===== config.mk =====
export PLATFORM = sky130hd
export DESIGN_NAME = fifo_port_ctrl
export DESIGN_NICKNAME = d
export VERILOG_FILES = /design/src/rtl/fifo_port_ctrl.sv
export SDC_FILE = /design/constraint.sdc
export NUM_CORES = 1
export LEC_CHECK = 0
export CORE_AREA = 2 2 85 87
export CTS_BUF_LIST = sky130_fd_sc_hd__clkbuf_16
export DETAILED_ROUTE_END_ITERATION = 8
export DIE_AREA = 0 0 87 89
export GPL_TIMING_DRIVEN = 0
export PLACE_DENSITY_LB_ADDON = 0.1
export SYNTH_ARGS = -nofsm -noshare
export SYNTH_HDL_FRONTEND = slang
export SYNTH_SLANG_ARGS = --single-unit

===== constraint.sdc =====
create_clock -name clk -period 6.8 [get_ports clk]
set_input_delay 0.68 -clock clk [delete_from_list [all_inputs] [get_ports clk]]
set_output_delay 0.68 -clock clk [all_outputs]
set_load 0.05 [all_outputs]

===== src/rtl/fifo_port_ctrl.sv =====
// fifo_port_ctrl: half-duplex FIFO port controller with guarded direction turnaround,
// zero-latency TX pass-through and a 2-entry registered RX output buffer.
module fifo_port_ctrl #(
    parameter int DSIZE       = 8,
    parameter int TURN_CYCLES = 4
) (
    input  logic             clk,
    input  logic             rst_n,
    input  logic             dir_req,
    output logic             dir,
    output logic             busy,
    input  logic             s_valid,
    input  logic [DSIZE-1:0] s_data,
    output logic             s_ready,
    output logic             m_valid,
    output logic [DSIZE-1:0] m_data,
    input  logic             m_ready,
    output logic             fifo_winc,
    output logic [DSIZE-1:0] fifo_wdata,
    input  logic             fifo_full,
    output logic             fifo_rinc,
    input  logic [DSIZE-1:0] fifo_rdata,
    input  logic             fifo_empty,
    output logic [15:0]      tx_count,
    output logic [15:0]      rx_count
);
    typedef enum logic [1:0] {RX, TURN_R2T, TX, TURN_T2R} state_t;

    state_t           state_q, state_d;
    logic [7:0]       guard_q, guard_d;
    logic             inflight_q;
    logic [1:0]       occ_q, occ_d, base;
    logic [DSIZE-1:0] buf0_q, buf1_q, buf0_d, buf1_d;
    logic [15:0]      tx_q, rx_q;
    logic             pop, room;

    assign dir        = (state_q == TX) || (state_q == TURN_T2R);
    assign busy       = (state_q == TURN_R2T) || (state_q == TURN_T2R);
    assign s_ready    = rst_n && (state_q == TX) && dir_req && !fifo_full;
    assign fifo_winc  = s_valid && s_ready;
    assign fifo_wdata = s_data;
    assign m_valid    = occ_q != 2'd0;
    assign m_data     = buf0_q;
    assign pop        = m_valid && m_ready;
    assign tx_count   = tx_q;
    assign rx_count   = rx_q;
    // Occupancy counted after this cycle's pop so a draining consumer keeps 1 word/cycle.
    assign room       = ({1'b0, occ_q} + {2'b0, inflight_q} - {2'b0, pop}) < 3'd2;
    assign fifo_rinc  = rst_n && (state_q == RX) && !fifo_empty && !dir_req && room;

    always_comb begin
        state_d = state_q;
        guard_d = guard_q;
        case (state_q)
            RX: if (dir_req && !inflight_q && occ_q == 2'd0) begin
                state_d = TURN_R2T;
                guard_d = TURN_CYCLES[7:0];
            end
            TX: if (!dir_req) begin
                state_d = TURN_T2R;
                guard_d = TURN_CYCLES[7:0];
            end
            default: begin
                if (guard_q == 8'd0) state_d = (state_q == TURN_R2T) ? TX : RX;
                else guard_d = guard_q - 8'd1;
            end
        endcase
    end

    always_comb begin
        base   = occ_q - {1'b0, pop};
        occ_d  = base + {1'b0, inflight_q};
        buf0_d = pop ? buf1_q : buf0_q;
        buf1_d = buf1_q;
        if (inflight_q && base == 2'd0) buf0_d = fifo_rdata;
        if (inflight_q && base != 2'd0) buf1_d = fifo_rdata;
    end

    always_ff @(posedge clk or negedge rst_n) begin
        if (!rst_n) begin
            state_q    <= RX;
            guard_q    <= 8'd0;
            inflight_q <= 1'b0;
            occ_q      <= 2'd0;
            buf0_q     <= '0;
            buf1_q     <= '0;
            tx_q       <= 16'd0;
            rx_q       <= 16'd0;
        end else begin
            state_q    <= state_d;
            guard_q    <= guard_d;
            inflight_q <= fifo_rinc;
            occ_q      <= occ_d;
            buf0_q     <= buf0_d;
            buf1_q     <= buf1_d;
            if (fifo_winc) tx_q <= tx_q + 16'd1;
            if (pop) rx_q <= rx_q + 16'd1;
        end
    end
endmodule


=== Word-level counts from Yosys, hierarchy flattened ===
Cells that the tools add are included.

* Bits in registers: 61
* Latch bits: 0
* Bits in writable memories: 0
* ROM bits: 0
* Input bits: 23
* Output and inout port bits: 54
* Word-level logic and storage cells: 62
* Memories: 0

* Add/subtract/negate cells: 7
* Multiply operators: 0
* Div/mod/pow operators: 0
* $lt $le $gt $ge: 1
* Equality and inequality tests: 6
* Shifts and indexed selects: 0
* Multiplexer cells: 11
* Bitwise operators: 0
* Reductions and logical operators: 29

{| class="wikitable"
|+ Operator list
! kind !! count
|-
| $mux 8 || 5
|-
| $add 16x1->16 const B || 2
|-
| $pmux 8 s2 || 1
|-
| $logic_and 1x1->1 || 13
|-
| $logic_not 8->1 || 1
|-
| $mux 2 || 4
|-
| $sub 8x1->8 const B || 1
|-
| $logic_not 2->1 || 3
|-
| $reduce_and 3->1 || 2
|-
| $reduce_bool 2->1 || 3
|-
| $eq 2x2->1 const B || 2
|-
| $logic_not 1->1 || 4
|-
| $pmux 2 s2 || 1
|-
| $add 2x1->3 || 1
|-
| $lt 3x2->1 const B || 1
|-
| $ne 3x3->1 const B || 1
|-
| $reduce_bool 3->1 || 1
|-
| $sub 3x1->3 || 1
|-
| $add 2x1->2 || 1
|-
| $eq 2x1->1 const B || 1
|-
| $logic_or 1x1->1 || 2
|-
| $ne 2x1->1 const B || 1
|-
| $ne 2x2->1 const B || 1
|-
| $sub 2x1->2 || 1
|}

=== Logic depth before layout (Yosys ltp) ===
Gate-level depths: netlist of the first run.

* Depth after elaboration: 6
* Depth in mapped cells: 9

=== Worst setup path before layout of the first run ===
OpenSTA, ideal clock, no wires.

* Path kind: input to output
* Start: input port m_ready
* End: output port fifo_rinc
* Arrival: 3,033 ps
* Required time: 6,120 ps
* Path slack: 3,087 ps
* Cell stages on the path: 8
* Path buffers: 0
* Path through: o21ai_1 > inv_1 > ha_1 > inv_1 > nand2_1 > fa_1 > nand4b_1 > nor3_1

* Cells in the longest elaborated chain, start to end: 4

{| class="wikitable"
|+ RTL lines
! item !! line !! source
|-
| start, declared || 17 || <nowiki>input logic m_ready,</nowiki>
|-
| $logic_and 1x1->1 || 44 || <nowiki>assign pop = m_valid && m_ready;</nowiki>
|-
| via pop || 35 || <nowiki>logic pop, room;</nowiki>
|-
| $sub 3x1->3 || 48 || <nowiki>assign room = ({1'b0, occ_q} + {2'b0, inflight_q} - {2'b0, pop}) < 3'd2;</nowiki>
|-
| $lt 3x2->1 || 48 ||
|-
| $logic_and 1x1->1 || 49 || <nowiki>assign fifo_rinc = rst_n && (state_q == RX) && !fifo_empty && !dir_req && room;</nowiki>
|-
| end, declared || 21 || <nowiki>output logic fifo_rinc,</nowiki>
|}

The timed path passes the listed nets, and every way through them passes these cells.

=== Final worst setup path of the first run ===
Ends and elaborated chain as after synthesis.

==> out/qor.yml, run 1 <==
cp-start-kind: "input pin"
rr_worst_depth: 8
hpwl_mm: 4.25
rr_startpoint: "occ_q[1]$_DFF_PN0_"
p_per_area_nw_per_um2: 276
drc: 0
crit_fanout: 5
grt_pass1_wl_mm: 9.88
drtIter0Drc: 61
cts_tree: "built"
cts_max_level: 3
period_share: 0.647
cts-buffers-inserted: 9
grt_max_degree: 64
synth_compound_area_frac: 0.0709
cts_hold_buf: 0
synth-xor-area-share: 0.0946
routedWlPerCell_um: 14.1
yosysTopAreaCell: "dfrtp_1"
finalCriticalPeriod_ps: 4400
crit_buf_inv: 4
crit_slowest_cell: "clkdlybuf4s50_1"
ant_nets: 0
synth.area.top_cells: "dfrtp_1, xnor2_1, ha_1"
start_util: 0.441
clock_sinks: 61
ir_drop_v: 0.000159
synthAdderAreaFrac: 0.0532
fin_util: 0.602
cts_max_path_buffers: 2
syn-mean-instance-area_um2: 11.1
synth_common_cells: "dfrtp_1, nand2_1, xnor2_1"
clk_pin_slew_ps: 50
synth_top_cell_area_share: 0.515
finalMaxSlewViolations: 0
top_layer_used: "met4"
die_w_um: 87
synthesis.nets: 301
cts_resized: 0
status: "complete, no violations"
post_cts_buffers: 0
numPortBuffers: 68
total_power_uw: 1120
critical_path_required_ps: 6120
synth_top_family_by_area: "simple AND/OR/NAND/NOR gates"
core_area_um2: 6720
leakage_uw: 0.00187
crit_family: "buffers and inverters"
grt_pass1_vias: 2135
crit_path_start: "m_ready"
arrival_ps: 3720
grt.total_usage: 0.166
die_h_um: 89
ys.flop_type: "dfrtp_1"
first_pass_iters: 4
nNetsFinal: 380
timing.hold.ws_ps: 439
io_pins: 77
slew_headroom: 0.472
crit_type: "in2out"
rows: 30
syn_inst: 266
worst_pin_slew_ps: 791
grt.overflow.total: 0
synth-simple-area-share: 0.158
synth-async-reset-ratio: 1.00
max_clock_freq_mhz: 227
wl_met3_um: 302
muxShareOfSynthArea: 0.0684
maxCapViolations: 0
die_area_um2: 7740
syn2layout_area_growth_pct: 36.6
drt-met1-wl_mm: 2.88
cp_cell_sequence: "clkdlybuf4s50_1, o21ai_1, inv_1, ha_1, inv_1, nand2_1, fa_1, nand4b_1, nor3_1, clkdlybuf4s50_1"
placed_cell_area_um2: 3740
grt_setup_unrepaired: "no"
avgViaCountPerCell: 5.11
wl_met2_mm: 2.76
synth.distinct_cells: 40
drive_above_1_share: 0.120
synth_most_common_cell: "dfrtp_1"
vias: 2194
syn_area_um2: 2960
cts-root-buf: "clkbuf_16"
synth_seq_cells: 61
postLayoutCellArea_um2: 4050
hold_class: "in2async"
insertion_delay_ps: 320
tns_ps: 0
fin_skew_ps: 6.21
finalSetupViolations: 0
crit_cells: 10
synth-edff-count: 0
n_antenna_cell: 0
max_stage_delay_ps: 870
yosysWarningCount: 0
wirelength_mm: 6.05
crit_path_end_kind: "output port"
antenna_found_initial: 0
gp_congestion: 0.725
final-hold-violation-count: 0
seq_area_frac_synth: 0.515
[per-layer routing]
layer | vias up | GRT usage
met1 | 1042 | 0.222
met3 | 10 | 0.0416
met5 | - | 0
li1 | 1085 | -
met2 | 57 | 0.254
met4 | 0 | 0.0795
[path summary, 6_finish.rpt]
check / endpoint / slack (ps)
worst max-delay path: fifo_rinc / 2400
worst min-delay path: guard_q[4]$_DFFE_PN0P_ / 440
worst max register to register: m_data[6]$_DFFE_PN0P_ / 3890
worst min register to register: rx_count[15]$_DFFE_PN0P_ / 470
max in group asynchronous: rx_count[8]$_DFFE_PN0P_ / 5850
min in group clk: rx_count[15]$_DFFE_PN0P_ / 470
[registers in the layout, summed over array words and instances (netlist names)]
name / cells
m_data: 8
rx_count: 16
inflight_q: 1
occ_q: 2
tx_count: 16
buf1_q: 8
state_q: 2
guard_q: 8
[worst register-to-register path, stage by stage (launching register included)]
cell and delay [ps]:
dfrtp_1 430, o21ai_1 320, inv_1 180, ha_1 250, inv_1 60, ha_1 250, nor3b_1 680, clkbuf_1 440
o21ai_0 170
[kinds of logic (layout without fill, tap and decap cells)]
logic type,count (synthesis),in the layout
AO/OA/AOI/OAI,33,33
XOR/XNOR,32,32
adder cells (fa/ha/maj),12,12
buffers and inverters,23,106
flip-flops,61,61
multiplexers,19,19
AND/OR/NAND/NOR,86,86
[cell type report]
type / instances / area [um^2]
tap: 80 / 100
sequential: 61 / 1530
buffer: 11 / 72.6
inverter: 12 / 45.0
multi-input combinational: 182 / 1320
clock buffer: 9 / 225
fill: 589 / 2670
clock inverter: 6 / 80.1
timing repair buffer: 68 / 678
[through the flow]
stage / instances / setup WS (ps)
2_1_floorplan: 266 / 3090
3_3_place_gp: 414 / 761
3_5_place_dp: 414 / 2440
4_1_cts: 429 / 2410
5_1_grt: 429 / 2200
6_report: 429 / 2400
[where the power goes]
part / switching, uW / total (uW) / internal (uW) / leakage [uW]
Combinational: 146 / 232 / 85.9 / 0.000910
Sequential: 32.9 / 420 / 387 / 0.000808
Clock: 152 / 467 / 315 / 0.000150
[cells in the final DEF (no fill, tap or decap), types with 2 or more instances in the layout]
cell type,synthesis,final
inv_1,12,13
and4_1,3,3
clkbuf_1,2,2
nor3b_1,2,2
o21ai_1,3,3
clkbuf_16,0,9
nand2_1,29,29
dfrtp_1,61,61
mux2_2,9,9
ha_1,11,11
o21ai_0,15,15
or2_2,4,4
a21oi_1,3,3
a22o_1,3,3
a31oi_1,3,3
clkdlybuf4s50_1,0,67
nand3_1,10,10
nand4b_1,2,2
xor2_1,11,11
nor3_1,5,5
nor2_1,9,9
buf_4,8,9
bufinv_16,0,2
mux2i_1,9,9
nand4_1,10,10
and3_1,5,5
xnor2_1,21,21
No activity file was read; power rests on OpenSTA's default activity.
==> inputs of run 2 (changes only) <==
==> constraint.sdc (replaced) <==
create_clock -name clk -period 4.3 [get_ports clk]
set_input_delay 0.43 -clock clk [delete_from_list [all_inputs] [get_ports clk]]
set_output_delay 0.43 -clock clk [all_outputs]
set_load 0.05 [all_outputs]
==> results of run 2 <==
Same layout as run 1 (identical final DEF). Status: complete, no violations.
Among the figures that moved: setup slack after placement 2440 ps -> 438 ps; setup slack after layout 2400 ps -> 393 ps; hold slack 439 ps -> 189 ps; start point of the critical path m_ready -> occ_q[1]$_DFF_PN0_; register-to-register setup slack 3890 ps -> 1390 ps; total power 1120 uW -> 1770 uW; worst IR drop on VDD 0.000159 V -> 0.000251 V
